==> config.mk <==
export PLATFORM = sky130hd
export DESIGN_NAME = uart_link_ctrl
export DESIGN_NICKNAME = d
export VERILOG_FILES = /design/src/rtl/uart_pkg.sv /design/src/rtl/uart_link_ctrl_rr_arbiter.sv /design/src/rtl/uart_link_ctrl.sv
export SDC_FILE = /design/constraint.sdc
export NUM_CORES = 1
export LEC_CHECK = 0
export ABC_AREA = 1
export CORE_UTILIZATION = 39
export DETAILED_ROUTE_END_ITERATION = 10
export GPL_TIMING_DRIVEN = 0
export PLACE_DENSITY = 0.76
export SKIP_LAST_GASP = 1
export SYNTH_ARGS = -nofsm -noshare
export SYNTH_HDL_FRONTEND = slang
export SYNTH_HIERARCHICAL = 1
export SYNTH_SLANG_ARGS = --single-unit
==> constraint.sdc <==
create_clock -name clk -period 1.6 [get_ports clk]
set_input_delay 0.32 -clock clk [delete_from_list [all_inputs] [get_ports clk]]
set_output_delay 0.32 -clock clk [all_outputs]
set_load 0.01 [all_outputs]
==> src/rtl/uart_pkg.sv <==
// uart_pkg: shared types and constants for the UART link controller.
//   tx_state_e  - transmit-side FSM states
//   rx_state_e  - receive-side FSM states
//   BYTE_W      - byte width carried on both paths
//   DEF_START_TIMEOUT - default cycles to wait for tx_busy after tx_start
package uart_pkg;

  localparam int BYTE_W            = 8;
  localparam int DEF_START_TIMEOUT = 1023;

  typedef enum logic [1:0] {
    ST_IDLE      = 2'd0,
    ST_START     = 2'd1,
    ST_WAIT_DONE = 2'd2
  } tx_state_e;

  typedef enum logic [1:0] {
    RX_IDLE     = 2'd0,
    RX_CLR      = 2'd1,
    RX_WAIT_LOW = 2'd2
  } rx_state_e;

endpackage

==> src/rtl/uart_link_ctrl_rr_arbiter.sv <==
// rr_arbiter: combinational round-robin arbiter.
//   req   [NREQ-1:0] - request vector
//   ptr   [IW-1:0]   - index of the last granted requester
//   grant [NREQ-1:0] - one-hot grant, zero when no request is set
// Search order is ptr+1, ptr+2, ... wrapping modulo NREQ.
module rr_arbiter #(
  parameter int NREQ = 4,
  localparam int IW  = $clog2(NREQ)
) (
  input  logic [NREQ-1:0] req,
  input  logic [IW-1:0]   ptr,
  output logic [NREQ-1:0] grant
);

  // Walk from the farthest candidate to the nearest so the nearest
  // requesting index overwrites any earlier pick.
  always_comb begin
    grant = '0;
    for (int k = NREQ; k >= 1; k--) begin
      for (int j = 0; j < NREQ; j++) begin
        if ((j == ((int'(ptr) + k) % NREQ)) && req[j]) begin
          grant    = '0;
          grant[j] = 1'b1;
        end
      end
    end
  end

endmodule

==> src/rtl/uart_link_ctrl.sv <==
// uart_link_ctrl: arbitrates NREQ byte requesters onto one UART transmitter
// and buffers bytes from the UART receiver into a valid/ready stream.
//   clk, rst            - clock, synchronous active-low reset
//   req_valid/req_data  - per-requester pending byte (byte i on [8i+7:8i])
//   req_ready           - one-cycle accept pulse to the winning requester
//   tx_start/tx_data    - start strobe and byte to the transmitter
//   tx_busy             - transmitter busy
//   uart_rdy/uart_data  - receiver byte-ready flag and byte
//   uart_rdy_clr        - one-cycle clear pulse to the receiver
//   rx_valid/rx_data    - received byte stream, rx_ready accepts
//   err_timeout/err_clr - sticky start-timeout flag and its clear
//   tx_grant_id         - index of the requester last accepted
//   tx_state/rx_state   - current FSM states for observation
//
// Handshakes: a transfer happens on a rising edge where valid and ready are
// both 1. On the requester side req_ready is the accept pulse; on the rx
// side rx_valid stays asserted and rx_data stays stable until rx_ready.
module uart_link_ctrl
  import uart_pkg::*;
#(
  parameter int NREQ          = 4,
  parameter int START_TIMEOUT = DEF_START_TIMEOUT,
  localparam int IW           = $clog2(NREQ)
) (
  input  logic                     clk,
  input  logic                     rst,
  input  logic [NREQ-1:0]          req_valid,
  input  logic [BYTE_W*NREQ-1:0]   req_data,
  output logic [NREQ-1:0]          req_ready,
  output logic                     tx_start,
  output logic [BYTE_W-1:0]        tx_data,
  input  logic                     tx_busy,
  input  logic                     uart_rdy,
  input  logic [BYTE_W-1:0]        uart_data,
  output logic                     uart_rdy_clr,
  output logic                     rx_valid,
  output logic [BYTE_W-1:0]        rx_data,
  input  logic                     rx_ready,
  output logic                     err_timeout,
  input  logic                     err_clr,
  output logic [IW-1:0]            tx_grant_id,
  output logic [1:0]               tx_state,
  output logic [1:0]               rx_state
);

  localparam int TW = $clog2(START_TIMEOUT + 1);

  // ---------------- TX path ----------------
  tx_state_e         tx_st, tx_nx;
  logic [IW-1:0]     ptr;
  logic [TW-1:0]     timer;
  logic [NREQ-1:0]   grant;
  logic [IW-1:0]     grant_idx;
  logic [BYTE_W-1:0] grant_byte;
  logic              do_grant;
  logic              timeout_hit;

  rr_arbiter #(.NREQ(NREQ)) u_arb (
    .req   (req_valid),
    .ptr   (ptr),
    .grant (grant)
  );

  always_comb begin
    grant_idx  = '0;
    grant_byte = '0;
    for (int i = 0; i < NREQ; i++) begin
      if (grant[i]) begin
        grant_idx  = IW'(i);
        grant_byte = req_data[BYTE_W*i +: BYTE_W];
      end
    end
  end

  // Gated by rst so no accept pulse escapes while reset is held.
  assign do_grant    = rst && (tx_st == ST_IDLE) && (|req_valid);
  assign timeout_hit = (tx_st == ST_START) && !tx_busy &&
                       (timer == TW'(START_TIMEOUT - 1));

  always_comb begin
    tx_nx = tx_st;
    case (tx_st)
      ST_IDLE:      if (|req_valid) tx_nx = ST_START;
      ST_START: begin
        if (tx_busy)          tx_nx = ST_WAIT_DONE;
        else if (timeout_hit) tx_nx = ST_IDLE;
      end
      ST_WAIT_DONE: if (!tx_busy) tx_nx = ST_IDLE;
      default:      tx_nx = ST_IDLE;
    endcase
  end

  assign req_ready = do_grant ? grant : '0;
  assign tx_start  = (tx_st == ST_START);
  assign tx_state  = tx_st;

  always_ff @(posedge clk) begin
    if (!rst) begin
      tx_st       <= ST_IDLE;
      ptr         <= IW'(NREQ - 1);
      timer       <= '0;
      tx_data     <= '0;
      tx_grant_id <= '0;
      err_timeout <= 1'b0;
    end else begin
      tx_st <= tx_nx;
      if (do_grant) begin
        ptr         <= grant_idx;
        tx_grant_id <= grant_idx;
        tx_data     <= grant_byte;
        timer       <= '0;
      end else if (tx_st == ST_START) begin
        timer <= timer + 1'b1;
      end
      // A new timeout takes priority over a clear in the same cycle.
      if (timeout_hit)  err_timeout <= 1'b1;
      else if (err_clr) err_timeout <= 1'b0;
    end
  end

  // ---------------- RX path ----------------
  rx_state_e rx_st, rx_nx;
  logic      pop;
  logic      capture;

  assign pop     = rx_valid && rx_ready;
  assign capture = (rx_st == RX_IDLE) && uart_rdy && (!rx_valid || pop);

  // After clearing the receiver, wait for uart_rdy to be seen low so a
  // flag that lags the clear is not captured a second time.
  always_comb begin
    rx_nx = rx_st;
    case (rx_st)
      RX_IDLE:     if (capture) rx_nx = RX_CLR;
      RX_CLR:      rx_nx = RX_WAIT_LOW;
      RX_WAIT_LOW: if (!uart_rdy) rx_nx = RX_IDLE;
      default:     rx_nx = RX_IDLE;
    endcase
  end

  assign uart_rdy_clr = (rx_st == RX_CLR);
  assign rx_state     = rx_st;

  always_ff @(posedge clk) begin
    if (!rst) begin
      rx_st    <= RX_IDLE;
      rx_valid <= 1'b0;
      rx_data  <= '0;
    end else begin
      rx_st <= rx_nx;
      if (capture) begin
        rx_valid <= 1'b1;
        rx_data  <= uart_data;
      end else if (pop) begin
        rx_valid <= 1'b0;
      end
    end
  end

endmodule

==> results of run 1 <==
[sequential cells by signal (all words and copies together) (netlist names)]
| register | cells |
|---|---|
| timer | 10 |
| rx_state | 2 |
| tx_grant_id | 2 |
| err_timeout | 1 |
| rx_valid | 1 |
| tx_data | 8 |
| ptr | 2 |
| tx_state | 2 |
| rx_data | 8 |
[synth_stat cells (3+ instances only)]
cell type | count | share of area (%)
inv_1 | 32 | 6.0
dfxtp_1 | 36 | 36
a21oi_1 | 25 | 6.3
o21ai_0 | 19 | 4.8
inv_2 | 3 | 0.57
nor2_4 | 3 | 1.7
nand3_1 | 26 | 6.5
nand2_2 | 4 | 1.3
nor2_1 | 35 | 6.6
nand4_1 | 6 | 1.9
nand2_1 | 83 | 16
nor2_2 | 4 | 1.3
buf_2 | 3 | 0.75
[final timing paths]
check | from | endpoint | slack (ps) | cells after the start
setup / recovery | ptr[0]$_SDFFE_PN1P_ | req_ready[2] | -390 | 10
hold reg to reg | tx_grant_id[0]$_SDFFE_PN0P_ | tx_grant_id[0]$_SDFFE_PN0P_ | 450 | 2
setup reg to reg | ptr[1]$_SDFFE_PN1P_ | tx_data[1]$_SDFFE_PN0P_ | -220 | 14
hold / removal | tx_grant_id[0]$_SDFFE_PN0P_ | tx_grant_id[0]$_SDFFE_PN0P_ | 450 | 2
[per-layer routing]
layer  GRT usage [%]  up-vias
met4            9.40        0
met2            34.9       72
met1            27.2     1048
li1                -     1165
met5               0        -
met3            6.72       12
[cells by family (layout without fill, tap and decap cells)]
family | after synthesis | count (layout)
AND/OR/NAND/NOR | 168 | 168
AO/OA/AOI/OAI | 50 | 50
buffers and inverters | 46 | 143
flip-flops | 36 | 36
adder cells (fa/ha/maj) | 2 | 2
XOR/XNOR | 2 | 2
[power breakdown]
part           total (W)  internal [W]  switching [W]
sequential       0.00107       0.00100      0.0000671
combinational    0.00131      0.000641       0.000672
clock           0.000656      0.000310       0.000346
[final cells by class]
cell class,instances,area share (%)
Buffer,9,2.53
Clock buffer,6,2.30
Clock inverter,2,0.514
Inverter,37,4.99
Multi-Input combinational cell,222,36.4
Sequential cell,36,23.0
Tap cell,67,2.65
Timing Repair Buffer,89,27.7
[critical path, cell delays in order, from the launching register on]
cell and delay (ps):
dfxtp_2 390, inv_2 80, nand3_1 90, nand2_2 70
o21ai_2 130, nand2_1 80, a21oi_2 170, buf_6 130
inv_6 50, nor2_2 70, buf_2 130
[metrics by stage]
stage          instances  worst slack (ps)  power, W  util, %  hold slack [ps]
5_1_grt              468              -494   0.00324     65.6              460
6_report             468              -389   0.00304     65.6              451
4_1_cts              466              -351   0.00301     65.0              455
3_3_place_gp         450             -1070   0.00217     60.2              432
3_5_place_dp         450             -1080   0.00219     60.2              434
2_1_floorplan        304             -11.9   0.00172        -              463
[what timing repair did]
item	in CTS	in global routing
gates resized for setup	50	13
endpoints found under the setup margin	20	18
setup buffers	7	4
pin swaps	15	11
cloned	1	0
==> summary.md, run 1 <==
The tools report the post-route cell area as 3160 sq um. The first global-routing pass estimated 8950 um of wire. The count of clock tree sinks is 36. Yosys printed 6 warnings. 0 antenna diodes ended up in the layout.

Number of max-slew violations in the final report: 0. The number of synthesized register bits was 36; the top-level port count was 80. The count of endpoints failing hold in the final timing report is 0, and the post-synthesis mux area share is 0%. The area growth from synthesis to layout is 58.8%. The met2 layer wire length in the routed design was 2770 um; the synthesized cell area was 1990 sq um. Sequential cells were found to cover 36.2% of the synthesized design area. Setup total negative slack on the finished layout was measured at -3180 ps. The clock arrives with 8.90 ps of skew. The final reports fail on negative setup slack. TritonCTS built the clock tree.

The routed design could run at a clock period as short as 1990 ps. Data arrives at the worst endpoint at 1670 ps. The worst-case setup margin in the final layout is -389 ps, and the per-instance average area after synthesis is 6.55 sq um. The uppermost signal routing layer after detailed routing was met4.

After clock tree synthesis, the clock-pin slew on the worst setup and hold paths is 70 ps. Summing the areas of all and, or, nand and nor instances in the mapped netlist gives 37.8% of the synthesized area. After synthesis, the largest family of logic cells by area is simple AND/OR/NAND/NOR gates.

The most common cell after layout, fill and taps aside is nand2_1. The adder and majority gate portion of the synthesized area was 1.26%. The region available for standard cell placement spans 4820 sq um.

In this run the clock root is driven by a clkbuf_8. The sum of net half-perimeters after detailed placement came out at 4030 um. The library cells used most frequently in the layout, excluding fill and tap cells, are 81 x nand2_1, 66 x clkdlybuf4s50_1, 32 x nor2_1, 32 x dfxtp_1, 31 x inv_1. The tools report the number of setup violations in the final report as 16.

The floorplan has 25 rows. The ratio of cells with drive above 1 in the final layout is 18.0%, and the detailed-routing iteration count for the pre-antenna-repair pass is 4. In this run, distinct cell masters in the synthesized netlist total 30. Global routing finished with a remaining overflow of 0. In this run the static leakage power is 1.39 nW. In this run the worst hold path is classified as reg2reg. The largest fanout of any net on the critical path is 10. STA classifies the critical path startpoint as a flop. The tools report the largest buffer count on any clock path as 2. The synthesized instance count is 304.

In the synthesized netlist the dominant register cell turns out to be dfxtp_1. The transition time at the pin with the least slew margin is 359 ps, and the CTS buffer count is 5. The synthesized net count is 356, and the count of flip-flops with a built-in enable after synthesis is 0.

The global router's overall resource usage came out at 21.9%. Setup repair after global routing could not meet its margin everywhere. Detailed routing inserted a total of 2297 vias.

The full die area is 5390 sq um, and the met3 wirelength from detailed routing is 359 um. Hold repair after CTS inserted 0 buffers. At the later pin of the worst-skew pair, clock insertion delay measures 290 ps.

Die extent in x: 73.4 um. Final weighted congestion of routability-driven global placement: 0.803. Timing would allow up to 503 MHz.

In the routed layout, each cell is associated on average with a via count of 4.91. Port buffering added 79 buffers. The number of max-cap violations is 0, and the placed standard-cell area is 2900 sq um. The layout has 443 filler cells. The number of nets in the layout is 452, and the area of the multi-input gates is 1150 sq um.

In the final layout, flip-flops and latches occupy 726 sq um. After the first detailed-routing iteration, the DRC count stood at 134. For the via count of the first global-routing pass, the log shows 1975.

The total detailed-routing wirelength was 5790 um; the post-synthesis compound-gate area fraction was 13.8%. Dividing the detail-routed wire length by the instance count gives 12.4 um. Counting flops with an async set or reset pin after synthesis yields a share of 0%.

The die is 73.4 um tall. The tools report the worst slew slack as a fraction of its limit as 76.1%. For the number of antenna violations at the first check in global routing, the log shows 0. The worst setup path is captured at a primary output.

After Yosys synthesis, XOR and XNOR cells account for 0.880% of the synthesized area. Dividing the final minimum period by the clock period gives 124%. The start-to-end type of the worst setup path was reg2out. For the post-route DRC violation count, the log shows 0.

The starting density of the core was 41.3%. After detailed routing, the wire length on met1 is 2540 um. Dividing total power by cell area gives a power density of 961 nW/um^2.

For the remaining antenna violation count after routing, the log shows 0. The run finished, with violations left. Maximum level of the CTS H-tree: 2. The tools report the data required time at the worst endpoint as 1280 ps.

VDD sags by at most 0.000463 V. Entering global routing, the biggest net connects 13 pins.
No activity file was read; power rests on OpenSTA's default activity.
==> run 2, diff against run 1 <==
==> constraint.sdc (replaced) <==
create_clock -name clk -period 1.6 [get_ports clk]
set_input_delay 0.16 -clock clk [delete_from_list [all_inputs] [get_ports clk]]
set_output_delay 0.16 -clock clk [all_outputs]
set_load 0.01 [all_outputs]
==> run 2 against run 1 <==
Net effect: the flow still finishes with violations (negative setup slack); die area stayed put; setup slack improved by 110 ps; total power rose by 3.3%; global-route usage rose by 0.31 points; sequential power hardly changed; first-iteration DRC count is 19% lower; critical path depth did not move; combinational power increased by 5%; critical path type unchanged; largest cell class unchanged; highest routed layer unchanged.
==> summary.md, run 2 (synthesis results as in run 1) <==
Worst hold-check path type: reg2reg (unchanged). Total congestion overflow after global routing: 0 (unchanged). Commonest non-fill, non-tap cells in the layout: 80 x nand2_1, 70 x clkdlybuf4s50_1, 34 x nor2_1 (was 81 x nand2_1, 66 x clkdlybuf4s50_1, 32 x nor2_1, 32 x dfxtp_1, 31 x inv_1).

The worst-case setup margin in the final layout is -277 ps (was -389 ps), and the share of power burned in the clock network is 21.9% (was 21.6%). Capture point of the worst reg-to-reg path: ptr[0]$_SDFFE_PN1P_ (was tx_data[1]$_SDFFE_PN0P_). The detail-routed via count per cell is 4.97 (was 4.91). The start-to-end type of the worst setup path was reg2out (unchanged). The height of the die is 73.4 um (unchanged), and the die extent in x is 73.4 um (unchanged). The share of the clock period used by the worst path after layout was 117% (was 124%). The number of flip-flops under the largest register name was 10 (unchanged). The filler cell count is 459 (was 443). For the detailed-routing iteration count for the pre-antenna-repair pass, the log shows 4 (unchanged). The final-layout worst hold slack came out at 443 ps (was 451 ps). The logs give 2094 (was 1975) for the via count of the first global-routing pass and 0 (unchanged) for the remaining antenna violation count after routing.

The tools report the switching component of the power as 0.00111 W (was 0.00108 W). The via total after detailed routing is 2348 (was 2297), and the global router's overall resource usage is 22.2% (was 21.9%). Largest buffer count on any clock path: 2 (unchanged). The most flop-heavy register is timer (unchanged).

The tools report the critical path endpoint category as a primary output (unchanged). The logs give 533 MHz (was 503 MHz) for the maximum clock frequency and 450 (unchanged) for the cell count after placement. The part of the total power dissipated in combinational logic was 43.8% (was 43.2%); the ratio of cells with drive above 1 in the final layout was 19.3% (was 18.0%). The number of stages on the worst hold path was 2 (unchanged). The internal power consumption is 0.00203 W (was 0.00195 W), and the sum of net half-perimeters after detailed placement is 4050 um (was 4030 um). The most common cell after layout, fill and taps aside is nand2_1 (unchanged). The critical path data arrival time was 1720 ps (was 1670 ps); the worst-case clock skew was 12.0 ps (was 8.90 ps).

Final critical-path required period: 1880 ps (was 1990 ps). The number of buffer cells added on primary ports was 79 (unchanged). The setup slack of the worst register-to-register path came out at -250 ps (was -220 ps).

The power density over the cells was 983 nW/um^2 (was 961 nW/um^2). For the sequential share of power, the log shows 34.3% (was 35.2%). The number of max-cap violations was 0 (unchanged).

The clock transition at the registers of the reported paths is 80 ps (was 70 ps), and the detailed-route wire length per cell is 12.7 um (was 12.4 um). The largest fanout of any net on the critical path works out to 8 (was 10). Largest registers ranked by flip-flop count: timer x10, rx_data x8, tx_data x8 (unchanged). The tools report the total detailed-routing wirelength as 6010 um (was 5790 um).

The worst slew slack as a fraction of its limit was 75.2% (was 76.1%). The maximum ir drop on the vdd rail came out at 0.000434 V (was 0.000463 V). The logs give 36 (unchanged) for the count of clock tree sinks and 16 (unchanged) for the number of setup violations in the final report. The run gives -843 ps (was -1080 ps) as the worst slack at placement. The leakage power of the design was 1.39 nW (about the same). The run finished, with violations left. The tools report the CTS buffer count as 5 (unchanged).

Layout-stage area growth over the synthesis result: 60.3% (was 58.8%). Setup repair after global routing could not meet its margin everywhere. The tools report the kind of start point of the critical path as a flop (unchanged). The tools report the clock insertion delay at the later pin of the skew report as 290 ps (about the same). The destination of the worst hold path was rx_data[7]$_SDFFE_PN0P_ (was tx_grant_id[0]$_SDFFE_PN0P_). The final weighted congestion of routability-driven global placement was 0.759 (was 0.803). The number of DRC violations after detailed-routing iteration 0 is 108 (was 134). Placement row count: 25 (unchanged). For the starting density of the core, the log shows 41.3% (unchanged). The logs give 0 (unchanged) for the final antenna diode count and 1440 ps (was 1280 ps) for the data required time at the worst endpoint. The switching share of total power is 35.5% (was 35.7%), and the number of nets in the layout is 456 (was 452).

Full die area: 5390 sq um (unchanged). The number of cells on the worst reg-to-reg path is 11 (was 14), and the top-level port count is 80 (unchanged). The run gives 2 (unchanged) as the maximum level of the CTS H-tree.

Violations in the final reports: negative setup slack (unchanged). The transition time at the pin with the least slew margin is 372 ps (was 359 ps). The tools report the launch instance of the worst register-to-register path as ptr[1]$_SDFFE_PN1P_ (unchanged). The number of antenna violations at the first check in global routing is 0 (unchanged). The startpoint of the worst hold path is rx_data[7]$_SDFFE_PN0P_ (was tx_grant_id[0]$_SDFFE_PN0P_). The logs give 472 (was 468) for the filler-free cell count of the finished design and 4820 sq um (unchanged) for the core box area. The tools report the first-pass GRT wire length as 9260 um (was 8950 um). The tools report the root buffer cell as clkbuf_8 (unchanged). Number of max-slew violations in the final report: 0 (unchanged). The tools report the pin count of the biggest net entering global routing as 13 (unchanged). For the count of endpoints failing hold in the final timing report, the log shows 0 (unchanged).

Post-route DRC violation count: 0 (unchanged). TritonCTS built the clock tree.
-- run 2: per-layer routing --
layer | global-route usage, % | vias up | part of all wire [%]
li1 | - | 1169 | -
met1 | 26.9 | 1067 | 43
met2 | 38.1 | 93 | 48
met3 | 5.76 | 19 | 6.8
met4 | 7.05 | 0 | 2.5
met5 | 0 | - | 0
-- run 2: how the worst max path moves through the flow --
stage / from / slack [ps] / endpoint / cells after the start
2_1_floorplan: ptr[0]$_SDFFE_PN1P_ / 20 / req_ready[3] / 7
3_3_place_gp: req_valid[1] / -840 / req_ready[3] / 8
3_5_place_dp: req_valid[2] / -840 / req_ready[2] / 11
4_1_cts: ptr[1]$_SDFFE_PN1P_ / -240 / req_ready[2] / 11
5_1_grt: ptr[1]$_SDFFE_PN1P_ / -370 / req_ready[2] / 10
6_report: ptr[1]$_SDFFE_PN1P_ / -280 / req_ready[2] / 10
-- run 2: repair_timing --
action                                  4_1_cts  5_1_grt
resized for setup                            58       11
pin swaps                                    14        6
hold buffers                                  0        0
cloned                                        0        0
endpoints found under the setup margin       17       17
buffers inserted                             11        3
-- run 2: critical path, cell delays in order (launching register included) --
cell	delay, ps
dfxtp_2	330
buf_6	130
nand3_1	100
nand2_2	90
o21ai_2	130
nand2_1	70
a21oi_2	140
buf_6	120
clkinvlp_4	90
nor2_1	90
buf_2	130
-- run 2: power groups by stage --
stage / sequential, W / combinational, W / clock, W
3_5_place_dp: 0.00108 / 0.00107 / 0
4_1_cts: 0.00107 / 0.00129 / 0.000705
3_3_place_gp: 0.00108 / 0.00105 / 0
5_1_grt: 0.00108 / 0.00150 / 0.000747
6_report: 0.00107 / 0.00138 / 0.000687
2_1_floorplan: 0.00112 / 0.000567 / 0
-- run 2: metrics by stage --
step                      total power (W)  TNS (ps)  cell area (sq um)  util [%]
after detailed placement          0.00216     -8950               2870      59.5
after global routing              0.00333     -5070               3190      66.3
after floorplan                   0.00169         0               1990         -
final                             0.00314     -3480               3190      66.3
after CTS                         0.00306     -2230               3130      65.0
after global placement            0.00214     -8690               2870      59.5
-- run 2: cell type report --
cell class	instances	area, sq um	share of cell area [%]
timing repair buffer	93	885	27.7
tap	67	83.8	2.63
sequential	36	727	22.8
inverter	37	149	4.66
multi-input combinational	222	1170	36.6
buffer	9	82.6	2.59
clock inverter	2	15.0	0.470
clock buffer	6	82.6	2.59
